$ cat config.mk
export PLATFORM = sky130hd
export DESIGN_NAME = layer_sequencer
export DESIGN_NICKNAME = d
export VERILOG_FILES = /design/src/rtl/tpu_seq_pkg.sv /design/src/rtl/seq_watchdog.sv /design/src/rtl/layer_sequencer.sv
export VERILOG_INCLUDE_DIRS = /design/src /design/src/rtl
export SDC_FILE = /design/constraint.sdc
export NUM_CORES = 1
export LEC_CHECK = 0
export CAP_MARGIN = 10
export CORE_ASPECT_RATIO = 0.75
export CORE_MARGIN = 5
export CORE_UTILIZATION = 40
export DETAILED_ROUTE_END_ITERATION = 16
export MAX_ROUTING_LAYER = met4
export PLACE_DENSITY = 0.77
export SLEW_MARGIN = 20
export SYNTH_ARGS = -nofsm -noshare
export SYNTH_HDL_FRONTEND = slang
export SYNTH_SLANG_ARGS = --single-unit
$ cat constraint.sdc
create_clock -name clk -period 8.6 [get_ports clk]
set_input_delay 1.72 -clock clk [delete_from_list [all_inputs] [get_ports clk]]
set_output_delay 1.72 -clock clk [all_outputs]
set_load 0.01 [all_outputs]
$ cat src/rtl/accelerator_mode.svh
// Shared one-hot bit positions for the accelerator layer mode word.
`ifndef ACCELERATOR_MODE_SVH
`define ACCELERATOR_MODE_SVH
`define ACC_MODE_IDLE_BIT 0
`define ACC_MODE_FC_BIT   1
`define ACC_MODE_CONV_BIT 2
`endif

$ cat src/rtl/tpu_seq_pkg.sv
// Shared types and defaults for the layer sequencer and its watchdog.
`include "accelerator_mode.svh"

package tpu_seq_pkg;

   localparam int unsigned NUM_PARAM_DEF      = 3;
   localparam int unsigned TIMEOUT_CYCLES_DEF = 30000;
   localparam int unsigned WORD_W             = 32;
   localparam int unsigned RUN_CNT_W          = 32;
   localparam int unsigned MODE_W             = 4;

   localparam int unsigned MODE_IDLE_BIT = `ACC_MODE_IDLE_BIT;
   localparam int unsigned MODE_FC_BIT   = `ACC_MODE_FC_BIT;
   localparam int unsigned MODE_CONV_BIT = `ACC_MODE_CONV_BIT;

   typedef enum logic [2:0] {
      ST_IDLE      = 3'd0,
      ST_LOAD      = 3'd1,
      ST_LOAD_WAIT = 3'd2,
      ST_LAUNCH    = 3'd3,
      ST_RUN       = 3'd4,
      ST_DONE      = 3'd5
   } seq_state_e;

   // Single-bit mode word for a given bit position.
   function automatic logic [MODE_W-1:0] mode_onehot(input int unsigned bit_pos);
      return MODE_W'(1) << bit_pos;
   endfunction

endpackage

$ cat src/rtl/seq_watchdog.sv
// Saturating RUN-cycle counter with a registered timeout flag.
module seq_watchdog
   import tpu_seq_pkg::*;
#(
   parameter int unsigned TIMEOUT_CYCLES = TIMEOUT_CYCLES_DEF
) (
   input  logic                 clk,
   input  logic                 rst,
   input  logic                 clear,
   input  logic                 enable,
   output logic [RUN_CNT_W-1:0] count,
   output logic                 expired
);

   localparam logic [RUN_CNT_W-1:0] LIMIT = RUN_CNT_W'(TIMEOUT_CYCLES - 1);

   logic [RUN_CNT_W-1:0] count_d;

   // Holds at all-ones instead of wrapping.
   always_comb begin
      count_d = count;
      if (clear) begin
         count_d = '0;
      end else if (enable && (count != '1)) begin
         count_d = count + RUN_CNT_W'(1);
      end
   end

   // expired mirrors (count == LIMIT) one register stage earlier than a compare on count.
   always_ff @(posedge clk) begin
      if (rst) begin
         count   <= '0;
         expired <= 1'b0;
      end else begin
         count   <= count_d;
         expired <= (count_d == LIMIT);
      end
   end

endmodule

$ cat src/rtl/layer_sequencer.sv
// Per-layer controller: loads parameter words, launches the FC or CONV engine and waits for done.
module layer_sequencer
   import tpu_seq_pkg::*;
#(
   parameter int unsigned NUM_PARAM      = NUM_PARAM_DEF,
   parameter int unsigned PARAM_AW       = 2,
   parameter int unsigned TIMEOUT_CYCLES = TIMEOUT_CYCLES_DEF
) (
   input  logic                             clk,
   input  logic                             rst,
   input  logic                             start_i,
   input  logic [MODE_W-1:0]                mode_i,
   output logic                             param_cs_o,
   output logic [PARAM_AW-1:0]              param_addr_o,
   input  logic [WORD_W-1:0]                param_rdata_i,
   output logic [NUM_PARAM-1:0][WORD_W-1:0] cfg_o,
   output logic                             fc_start_o,
   output logic                             conv_start_o,
   input  logic                             fc_done_i,
   input  logic                             conv_done_i,
   output logic                             busy_o,
   output logic                             finish_o,
   output logic                             err_o,
   output logic [RUN_CNT_W-1:0]             run_cycles_o
);

   localparam logic [PARAM_AW-1:0] LAST_ADDR = PARAM_AW'(NUM_PARAM - 1);
   localparam logic [MODE_W-1:0]   MODE_IDLE = mode_onehot(MODE_IDLE_BIT);
   localparam logic [MODE_W-1:0]   MODE_FC   = mode_onehot(MODE_FC_BIT);
   localparam logic [MODE_W-1:0]   MODE_CONV = mode_onehot(MODE_CONV_BIT);

   seq_state_e           state_q, state_d;
   logic [MODE_W-1:0]    mode_q, mode_d;
   logic [PARAM_AW-1:0]  addr_d;
   logic                 err_d;
   logic                 wd_clear, wd_enable, wd_expired;
   logic                 done_sel;
   logic                 rd_vld_q;
   logic [PARAM_AW-1:0]  rd_idx_q;

   // Only the done input of the latched engine matters.
   assign done_sel  = mode_q[MODE_FC_BIT] ? fc_done_i : conv_done_i;
   assign wd_enable = (state_q == ST_RUN);

   seq_watchdog #(
      .TIMEOUT_CYCLES(TIMEOUT_CYCLES)
   ) u_watchdog (
      .clk    (clk),
      .rst    (rst),
      .clear  (wd_clear),
      .enable (wd_enable),
      .count  (run_cycles_o),
      .expired(wd_expired)
   );

   always_comb begin
      state_d  = state_q;
      mode_d   = mode_q;
      addr_d   = '0;
      err_d    = err_o;
      wd_clear = 1'b0;
      unique case (state_q)
         ST_IDLE, ST_DONE: begin
            if (start_i) begin
               mode_d   = mode_i;
               err_d    = 1'b0;
               wd_clear = 1'b1;
               if ((mode_i == MODE_FC) || (mode_i == MODE_CONV)) begin
                  state_d = ST_LOAD;
               end else begin
                  state_d = ST_DONE;
                  err_d   = (mode_i != MODE_IDLE);
               end
            end
         end
         ST_LOAD: begin
            if (param_addr_o == LAST_ADDR) begin
               state_d = ST_LOAD_WAIT;
            end else begin
               addr_d = param_addr_o + PARAM_AW'(1);
            end
         end
         ST_LOAD_WAIT: state_d = ST_LAUNCH;
         ST_LAUNCH:    state_d = ST_RUN;
         ST_RUN: begin
            // Done beats a coincident timeout.
            if (done_sel) begin
               state_d = ST_DONE;
               err_d   = 1'b0;
            end else if (wd_expired) begin
               state_d = ST_DONE;
               err_d   = 1'b1;
            end
         end
         default: state_d = ST_IDLE;
      endcase
   end

   // Outputs are registered decodes of the next state so they line up with the state they describe.
   always_ff @(posedge clk) begin
      if (rst) begin
         state_q      <= ST_IDLE;
         mode_q       <= '0;
         param_cs_o   <= 1'b0;
         param_addr_o <= '0;
         fc_start_o   <= 1'b0;
         conv_start_o <= 1'b0;
         busy_o       <= 1'b0;
         finish_o     <= 1'b0;
         err_o        <= 1'b0;
         rd_vld_q     <= 1'b0;
         rd_idx_q     <= '0;
         cfg_o        <= '0;
      end else begin
         state_q      <= state_d;
         mode_q       <= mode_d;
         param_cs_o   <= (state_d == ST_LOAD);
         param_addr_o <= addr_d;
         fc_start_o   <= (state_d == ST_LAUNCH) && mode_d[MODE_FC_BIT];
         conv_start_o <= (state_d == ST_LAUNCH) && mode_d[MODE_CONV_BIT];
         busy_o       <= state_d inside {ST_LOAD, ST_LOAD_WAIT, ST_LAUNCH, ST_RUN};
         finish_o     <= (state_d == ST_DONE);
         err_o        <= err_d;
         rd_vld_q     <= param_cs_o;
         rd_idx_q     <= param_addr_o;
         // Read data lags the address by one cycle.
         if (rd_vld_q) begin
            for (int k = 0; k < int'(NUM_PARAM); k++) begin
               if (rd_idx_q == PARAM_AW'(k)) begin
                  cfg_o[k] <= param_rdata_i;
               end
            end
         end
      end
   end

endmodule

# Word level (Yosys, flattened, before mapping)
# Index checks and enable logic that the tools add are counted.
# word_totals
wordCells,73
output_inout_bits,136
regBits,146
input_bits,41
# op_classes
n_mux,18
n_bitwise,1
reduce_logical,15
n_eq_ne,20
add_sub_neg,2
# ops
cell,count
$mux 32,2
$add 32x1->32 const B,1
$eq 32x15->1 const B,1
$ne 32x32->1 const B,1
$mux 3,7
$pmux 3 s5,1
$eq 3x2->1 const B,4
$eq 3x3->1 const B,4
$reduce_and 2->1,4
$mux 1,7
$eq 3x1->1 const B,2
$eq 2x2->1 const B,2
$eq 4x2->1 const B,1
$eq 4x3->1 const B,1
$ne 4x1->1 const B,1
$reduce_bool 4->1,1
$logic_and 1x1->1,3
$logic_not 3->1,1
$ne 3x3->1 const B,1
$reduce_and 3->1,1
$reduce_or 3->1,1
$add 2x1->2 const B,1
$eq 2x1->1 const B,1
$logic_not 2->1,1
other kinds (6),6

# Longest topological paths before layout
# Gate-level depths: netlist of the first run.
# depth
word_depth,7
mapped_depth,9
depth_no_buf,8

# Hierarchy
# A second synthesis of the first run with hierarchy kept.
# unflattened
cells_unflattened,748
area_unflattened_um2,6039.5
# by_module_without_submodules
mod,n_inst,area_per_inst_um2,cells_each,seq_area_each_um2
layer_sequencer,1,4065.1,503,2242.2
seq_watchdog,1,1974.4,245,660.6

# Worst setup path before layout of the first run
# Ideal clock, no wire load.
# synth_timing
kind,in2reg
from,input start_i
to,register u_watchdog.expired
path_slack_ns,5.456
setup_ns,0.088
t_arrival_ns,3.056
n_path_buf,0
stages,5
required_time_ns,8.512
path_cell_list,nand3b_2 > or2b_2 > a211o_1 > or4b_1 > nor4_2
# synth_via
elab_chain_len,4
# synth_rtl
element,line_no,rtl
start: declaration,layer_sequencer.sv:11,"input logic start_i,"
$mux 1,layer_sequencer.sv:64,if (start_i) begin
$mux 1,layer_sequencer.sv:62,unique case (state_q)
$mux 32,seq_watchdog.sv:22,if (clear) begin
$eq 32x15->1,seq_watchdog.sv:36,expired <= (count_d == LIMIT);
end signal: assignment,seq_watchdog.sv:36,
end: declaration,seq_watchdog.sv:12,output logic expired
# No other way between the ends.
# A chain may end at the register's enable or synchronous reset.

# Final worst setup path of the first run
# Ends and elaborated chain as after synthesis.

==> out/results.txt, run 1 <==
Tot Pwr = 0.00159 W
Yosys reg bits = 145
Levels on crit path = 6
Share of layout cells above drive strength 1 = 0.0657
First-pass GRT wire length = 29500 um
Fmax = 269 MHz
EDFF count, synth = 0
Setup crit start kind = input port
Delay-heaviest family, CP = simple AND/OR/NAND/NOR gates
Ports = 177
Synth Flop Type = dfxtp_1
CP max FO = 29
Total track usage = 0.214
Setup repair bufs after CTS = 0
Routability cong. = 0.959
Async set or reset register ratio after synthesis = 0
Clk Latency, worst-skew pair = 0.42 ns
Routed WL = 18900 um
Leak = 2.77 nW
Cells after Synth = 752
Hold path depth = 1
Clock transition at path regs = 0.06 ns
R2r worst-path depth = 7
Rows = 39
Outcome = completed
Worst setup skew after layout = 0.00754 ns
PostCTS Resize Cnt = 0
Cts hold-fix bufs = 0
RSZ-0062 raised after global routing = no
Antenna violations before repair = 0
Seq/Total Area, Yosys = 0.479
Critical Path Slowest Stage Cell = or2b_2
Data arrival, critical path = 4.05 ns
Fin crit share = 0.432
Drt drc = 0
Area grow syn2layout = 39.8%
Critical Path Sink Type = flop
H-tree Lvls = 4
Hold Vio Cnt, Final = 0
Kind of critical path = in2reg
Clk buf depth = 2
Diode count = 0
Max-cap violations = 0
# clock sinks = 145
CTS tree = done
Commonest non-fill, non-tap cell in the layout = nand2_1
Synth Cell Area = 6060 um^2
Final WS setup = 4.88 ns
Slew Viols, Final = 0
Nets = 943
Die Wd = 152 um
Initial Util = 0.403
Vias in the first global route = 5351
Detailed Routing Iterations Pass 1 = 5
I/O Buffers = 176
Chain of cells forming the critical path = clkdlybuf4s50_1 > nand3b_2 > or2b_2 > a211o_1 > or4b_1 > nor4_2
Synth Net Count = 795
Post-synth cell types = 65
Final ANT Viol Nets = 0
Cts bufs inserted = 17
Core area = 15000 um^2
PwrDens = 187 nW/um^2
Setup TNS = 0 ns
YS warnings = 0
DR iter-0 viols = 530
VDD IR max = 0.143 mV
Pre-CTS setup slack = 4.51 ns
Vias = 5822
Post-DP HPWL = 13100 um
Die area = 17700 um^2
Tightest Pin Transition = 0.820 ns
Setup violators final = 0
Gr ovfl total = 0
HP Class = reg2reg
Most frequent cells in the layout = 208 x nand2_1, 175 x clkdlybuf4s50_1, 145 x dfxtp_1, 104 x a21oi_1, 48 x nor2_1
Syn Area/Cell = 8.06 um^2
Delay of the slowest critical-path stage = 0.57 ns
WP data required = 8.93 ns
Buf+Inv Stages, Crit Path = 1
Final hold slack = 0.450 ns
Relative slew slack = 0.453
Die Ht = 117 um
Final Critical Period = 3.72 ns
Drt wl/cell = 16.9 um
Pin count of the biggest net entering global routing = 74
Root buffer cell = clkbuf_16
Drt via density = 5.21
-- registers in the layout, indices dropped and copies added, names as in the netlist, 2 cells and up --
signal,count
state_q,3
rd_idx_q,2
param_addr_o,2
cfg_o,96
u_watchdog.count,32
mode_q,2
-- per-stage QoR --
| stage | util | cell area [um^2] | cells |
|---|---|---|---|
| 4_1_cts | 0.564 | 8470 | 1118 |
| 3_5_place_dp | 0.523 | 7870 | 1086 |
| 6_report | 0.564 | 8470 | 1118 |
| 3_3_place_gp | 0.523 | 7870 | 1086 |
| 2_1_floorplan | - | 6060 | 752 |
| 5_1_grt | 0.564 | 8470 | 1118 |
-- worst paths after layout --
| check | startpoint | slack (ns) | endpoint |
|---|---|---|---|
| min reg2reg | param_addr_o[0]$_SDFF_PP0_ | 0.45 | param_addr_o[0]$_SDFF_PP0_ |
| max | start_i | 4.88 | u_watchdog.expired$_SDFF_PP0_ |
| max reg2reg | u_watchdog.count[9]$_SDFF_PP0_ | 5.27 | u_watchdog.expired$_SDFF_PP0_ |
| min | param_addr_o[0]$_SDFF_PP0_ | 0.45 | param_addr_o[0]$_SDFF_PP0_ |
-- report_power, final --
part	internal, W	total (W)	switching (W)	leakage (nW)
registers	0.000686	0.000698	0.0000113	1.17
clock network	0.000461	0.000766	0.000305	0.296
logic	0.0000569	0.000124	0.0000674	1.31
-- cell families (layout without fill, tap and decap cells) --
group | count (synthesis) | count (layout) | synth area share
AO/OA/AOI/OAI | 145 | 145 | 0.136
XOR/XNOR | 31 | 31 | 0.0448
adder cells (fa/ha/maj) | 2 | 2 | 0.00413
buffers and inverters | 57 | 218 | 0.0460
flip-flops | 145 | 145 | 0.479
multiplexers | 6 | 6 | 0.0101
AND/OR/NAND/NOR | 366 | 366 | 0.281
-- worst register-to-register path, stage by stage (launching register included) --
cell,delay [ns]
dfxtp_1,0.53
nand4_4,0.26
or4_4,0.65
o31ai_1,0.67
nor2_1,0.14
xnor2_1,0.24
or4b_1,0.48
nor4_2,0.26
-- cell usage after synthesis (2+ instances only) --
| master | count | share of area |
|---|---|---|
| and4_2 | 3 | 0.0050 |
| o31a_1 | 3 | 0.0043 |
| a21oi_1 | 104 | 0.086 |
| and3_2 | 2 | 0.0025 |
| clkbuf_8 | 3 | 0.0068 |
| xnor2_1 | 19 | 0.027 |
| or3_1 | 3 | 0.0031 |
| o21ai_0 | 11 | 0.0091 |
| mux2i_1 | 5 | 0.0083 |
| inv_1 | 4 | 0.0025 |
| and3b_1 | 2 | 0.0029 |
| ha_1 | 2 | 0.0041 |
| a31oi_1 | 3 | 0.0031 |
| a211oi_1 | 3 | 0.0037 |
| or4_1 | 4 | 0.0050 |
| and3_1 | 6 | 0.0062 |
| nor3_1 | 12 | 0.0099 |
| nand2b_1 | 2 | 0.0021 |
| clkbuf_1 | 44 | 0.027 |
| or2_2 | 2 | 0.0021 |
| buf_6 | 3 | 0.0056 |
| nor3b_1 | 2 | 0.0025 |
| nor4_1 | 10 | 0.010 |
| dfxtp_1 | 145 | 0.48 |
| xor2_1 | 12 | 0.017 |
| o31ai_1 | 3 | 0.0037 |
| nor2b_1 | 8 | 0.0083 |
| nand4_1 | 21 | 0.022 |
| nor2_1 | 49 | 0.030 |
| o21a_1 | 2 | 0.0025 |
| nand3_1 | 16 | 0.013 |
| a41oi_1 | 2 | 0.0029 |
| a211o_1 | 3 | 0.0043 |
| nand2_1 | 208 | 0.13 |
-- per-layer routing --
metal / part of all wire / vias up / track usage
met4: 0.024 / 0 / 0.0737
met2: 0.42 / 249 / 0.298
met1: 0.47 / 2682 / 0.297
met3: 0.078 / 33 / 0.0596
li1: - / 2858 / -
met5: 0 / - / -
-- final cells by class --
| cell class | instances | area, um^2 |
|---|---|---|
| multi-input combinational | 550 | 2890 |
| clock buffer | 18 | 429 |
| clock inverter | 14 | 178 |
| fill | 1410 | 6560 |
| timing repair buffer | 182 | 1800 |
| inverter | 4 | 15.0 |
| sequential | 145 | 2900 |
| tap | 205 | 256 |
No activity file was read; power rests on OpenSTA's default activity.
==> run 2, diff against run 1 <==
==> constraint.sdc (replaced) <==
create_clock -name clk -period 3.62 [get_ports clk]
set_input_delay 0.724 -clock clk [delete_from_list [all_inputs] [get_ports clk]]
set_output_delay 0.724 -clock clk [all_outputs]
set_load 0.01 [all_outputs]
==> out/results.txt, run 2 (same netlist as run 1, synthesis figures left out) <==
Critical Path Slowest Stage Cell = or4_4
Share of layout cells above drive strength 1 = 0.0709
Hold Path End = cfg_o[86]$_SDFFE_PP0P_
Commonest non-fill, non-tap cell in the layout = nand2_1
Total track usage = 0.211
Pin count of the biggest net entering global routing = 84
Max reg flops = 96
Worst R2R Setup Slack = 0.41 ns
Final Critical Period = 3.21 ns
Root buffer cell = clkbuf_16
Worst setup skew after layout = 0.00990 ns
Clock transition at path regs = 0.06 ns
CTS tree = done
Cts hold-fix bufs = 0
Vias = 5757
Hold path depth = 2
Detailed Routing Iterations Pass 1 = 5
Most frequent cells in the layout = 208 x nand2_1, 175 x clkdlybuf4s50_1, 145 x dfxtp_1, 104 x a21oi_1, 48 x nor2_1
Setup repair bufs after CTS = 0
WP data required = 3.95 ns
Hold Vio Cnt, Final = 0
Gr ovfl total = 0
Die area = 17700 um^2
Max-cap violations = 0
Tightest Pin Transition = 0.876 ns
Outcome = completed
Slew Viols, Final = 0
Hold Crit Start = cfg_o[86]$_SDFFE_PP0P_
Setup TNS = 0 ns
Routability cong. = 0.985
Drt drc = 0
Delay of the slowest critical-path stage = 0.64 ns
Antenna violations before repair = 0
Die Ht = 117 um
Nets = 948
Rows = 39
Critical Path Sink Type = flop
Vias in the first global route = 5314
Die Wd = 152 um
Final ANT Viol Nets = 0
Final WS setup = 0.412 ns
Ports = 177
PostCTS Resize Cnt = 0
Relative slew slack = 0.416
Area grow syn2layout = 40.7%
Cts bufs inserted = 17
Chain of cells forming the critical path = nand4_4 > or4_4 > o31a_1 > o21a_1 > a211o_1 > or4b_1 > nor4_2
Pre-CTS setup slack = 0.476 ns
Regs by FF count = cfg_o (96), u_watchdog.count (32), state_q (3)
Worst setup startpoint = u_watchdog.count[9]$_SDFF_PP0_
Multi-input logic area = 2890 um^2
Routed WL = 18900 um
Drt wl/cell = 16.8 um
CP max FO = 16
Fmax = 312 MHz
Clk Latency, worst-skew pair = 0.42 ns
Drt via density = 5.13
Diode count = 0
Post-DP HPWL = 13200 um
VDD IR max = 0.386 mV
RR Startpoint = u_watchdog.count[9]$_SDFF_PP0_
First-pass GRT wire length = 29200 um
Clk buf depth = 2
# fillers = 1417
Setup crit start kind = flop
DR iter-0 viols = 408
RR Endpoint = u_watchdog.expired$_SDFF_PP0_
R2r worst-path depth = 7
Core area = 15000 um^2
I/O Buffers = 176
RSZ-0062 raised after global routing = no
HP Class = reg2reg
H-tree Lvls = 4
Setup violators final = 0
Largest Register = cfg_o
Initial Util = 0.403
PwrDens = 449 nW/um^2
Kind of critical path = reg2reg
Leak = 2.80 nW
Fin crit share = 0.886
Reg area = 2900 um^2
# clock sinks = 145
Data arrival, critical path = 3.54 ns
-- run 2: changes by cell type in the layout (fill, tap and decap cells not counted), sizes merged --
cell and change:
buf +5, clkinv -4, clkinvlp +2, bufinv +1, clkbuf -1, inv +1
-- run 2: critical path: cells and delay by family (launching register included) --
kind             cells  cell delay, ns
AND/OR/NAND/NOR      4            1.66
AO/OA/AOI/OAI        3            0.92
flip-flops           1            0.54
-- run 2: final cells by class --
class,instances,share of cell area
sequential,145,0.340
multi-input combinational,550,0.338
timing repair buffer,187,0.216
clock buffer,17,0.0499
tap,205,0.0301
clock inverter,14,0.0238
inverter,4,0.00176
-- run 2: report_power, final --
group / internal, W / switching (W)
Sequential: 0.00163 / 0.0000268
Clock: 0.00116 / 0.000709
Combinational: 0.000139 / 0.000163
-- run 2: worst max path at each step --
stage	endpoint	slack, ns
after floorplan	u_watchdog.expired$_SDFF_PP0_	0.75
after global placement	u_watchdog.expired$_SDFF_PP0_	0.54
after detailed placement	u_watchdog.expired$_SDFF_PP0_	0.48
after CTS	u_watchdog.expired$_SDFF_PP0_	0.44
after global routing	u_watchdog.expired$_SDFF_PP0_	0.24
final	u_watchdog.expired$_SDFF_PP0_	0.41
-- run 2: per-stage QoR --
| step | utilization | power, W | cells | hold slack (ns) | cell area, um^2 |
|---|---|---|---|---|---|
| after floorplan | - | 0.00184 | 752 | 0.454 | 6060 |
| after global placement | 0.526 | 0.00199 | 1091 | 0.441 | 7900 |
| after detailed placement | 0.526 | 0.00199 | 1091 | 0.446 | 7900 |
| after CTS | 0.568 | 0.00387 | 1122 | 0.454 | 8530 |
| after global routing | 0.568 | 0.00398 | 1122 | 0.464 | 8530 |
| final | 0.568 | 0.00383 | 1122 | 0.453 | 8530 |
-- run 2: layer usage --
metal / global-route usage / wire, um / up-vias / part of all wire
met5: - / 0 / - / 0
li1: - / - / 2868 / -
met4: 0.0557 / 192 / 0 / 0.010
met2: 0.314 / 8500 / 191 / 0.45
met1: 0.288 / 9050 / 2682 / 0.48
met3: 0.0533 / 1130 / 16 / 0.060
==> run 3, diff against run 2 <==
==> constraint.sdc (replaced) <==
create_clock -name clk -period 3.62 [get_ports clk]
set_input_delay 0.724 -clock clk [delete_from_list [all_inputs] [get_ports clk]]
set_output_delay 0.724 -clock clk [all_outputs]
set_load 0.1 [all_outputs]
==> out/results.txt, run 3 (same netlist as run 1, synthesis figures left out) <==
RSZ-0062 raised after global routing = no
Ports = 177
Die Ht = 117 um
Final non-filler cell total = 1124
Fmax = 318 MHz
Clock transition at path regs = 0.07 ns
Critical Path Sink Type = flop
Kind of critical path = reg2reg
Dpl cells = 1092
Antenna violations before repair = 0
Clk buf depth = 2
PwrDens = 451 nW/um^2
Pin count of the biggest net entering global routing = 82
Drt drc = 0
RR Startpoint = u_watchdog.count[8]$_SDFF_PP0_
Data arrival, critical path = 3.48 ns
Worst R2R Setup Slack = 0.47 ns
Most frequent cells in the layout = 208 x nand2_1, 160 x clkdlybuf4s50_1, 145 x dfxtp_1, 104 x a21oi_1, 48 x nor2_1
Vias = 5796
Largest Register = cfg_o
# clock sinks = 145
Routability cong. = 0.973
Worst setup skew after layout = 0.0107 ns
Detailed Routing Iterations Pass 1 = 5
Pre-CTS setup slack = 0.535 ns
Diode count = 0
Chain of cells forming the critical path = nand4_4 > or4_4 > o31a_1 > o21a_1 > a211o_1 > or4b_1 > nor4_2
Levels on crit path = 7
First-pass GRT wire length = 29500 um
Slew Viols, Final = 0
Initial Util = 0.403
Rows = 39
Final hold slack = 0.454 ns
Hold Vio Cnt, Final = 0
Share of layout cells above drive strength 1 = 0.0881
Worst setup startpoint = u_watchdog.count[8]$_SDFF_PP0_
WP data required = 3.96 ns
Die Wd = 152 um
Regs by FF count = cfg_o (96), u_watchdog.count (32), state_q (3)
Delay of the slowest critical-path stage = 0.65 ns
Area grow syn2layout = 39.0%
Delay-heaviest family, CP = simple AND/OR/NAND/NOR gates
Clk Latency, worst-skew pair = 0.43 ns
Cts bufs inserted = 17
Drt via density = 5.16
CP max FO = 16
# fillers = 1416
Max-cap violations = 0
Setup repair bufs after CTS = 0
Setup violators final = 0
Outcome = completed
Setup crit start kind = flop
Max reg flops = 96
Post-DP HPWL = 13500 um
Core area = 15000 um^2
Routed WL = 19200 um
Final WS setup = 0.471 ns
H-tree Lvls = 4
RR Endpoint = u_watchdog.expired$_SDFF_PP0_
Die area = 17700 um^2
Tightest Pin Transition = 1.06 ns
Commonest non-fill, non-tap cell in the layout = nand2_1
DR iter-0 viols = 433
Setup TNS = 0 ns
Buf+Inv Stages, Crit Path = 0
VDD IR max = 0.355 mV
Final core utilization = 0.561
Critical Path Slowest Stage Cell = or4_4
Fin crit share = 0.870
Cts hold-fix bufs = 0
R2r worst-path depth = 7
CTS tree = done
Relative slew slack = 0.291
Total track usage = 0.216
PostCTS Resize Cnt = 0
I/O Buffers = 176
Vias in the first global route = 5279
End of the critical path = u_watchdog.expired$_SDFF_PP0_
Nets = 949
Final ANT Viol Nets = 0
Drt wl/cell = 17.1 um
Leak = 2.80 nW
Root buffer cell = clkbuf_16
Final Critical Period = 3.15 ns
Gr ovfl total = 0
HP Class = reg2reg
[run 3: routing by layer]
layer,vias up,global-route usage,share of wire
met5,-,-,0
met4,0,0.0826,0.019
met3,25,0.0481,0.056
met2,201,0.303,0.43
met1,2697,0.302,0.49
li1,2873,-,-
[run 3: power by group]
part	internal (W)	switching (W)
registers	0.00163	0.0000272
logic	0.000140	0.000346
clock network	0.000900	0.000755
[run 3: metrics by stage]
stage	power (W)	area, um^2
after floorplan	0.00203	6060
after global placement	0.00217	7870
after detailed placement	0.00218	7870
after CTS	0.00383	8430
after global routing	0.00394	8430
final	0.00380	8430
[run 3: layout make-up]
type,instances,area (um^2),area share
clock buffer,18,429,0.0509
clock inverter,14,123,0.0146
inverter,4,15.0,0.00178
multi-input combinational,550,2890,0.343
sequential,145,2900,0.345
tap,205,256,0.0304
timing repair buffer,188,1810,0.215
[run 3: worst min path at each step]
stage                     cells after the start                      to  slack, ns              startpoint
final                                         2  cfg_o[34]$_SDFFE_PP0P_       0.45  cfg_o[34]$_SDFFE_PP0P_
after global routing                          2  cfg_o[56]$_SDFFE_PP0P_       0.47  cfg_o[56]$_SDFFE_PP0P_
after CTS                                     2  cfg_o[80]$_SDFFE_PP0P_       0.46  cfg_o[80]$_SDFFE_PP0P_
after detailed placement                      2  cfg_o[80]$_SDFFE_PP0P_       0.45  cfg_o[80]$_SDFFE_PP0P_
after global placement                        2  cfg_o[57]$_SDFFE_PP0P_       0.44  cfg_o[57]$_SDFFE_PP0P_
after floorplan                               2    mode_q[2]$_SDFF_PP0_       0.46    mode_q[2]$_SDFF_PP0_
[run 3: worst min-delay path: cells and delay by family (launching register included)]
kind	cells	cell delay, ns
AO/OA/AOI/OAI	1	0.05
AND/OR/NAND/NOR	1	0.05
flip-flops	1	0.31
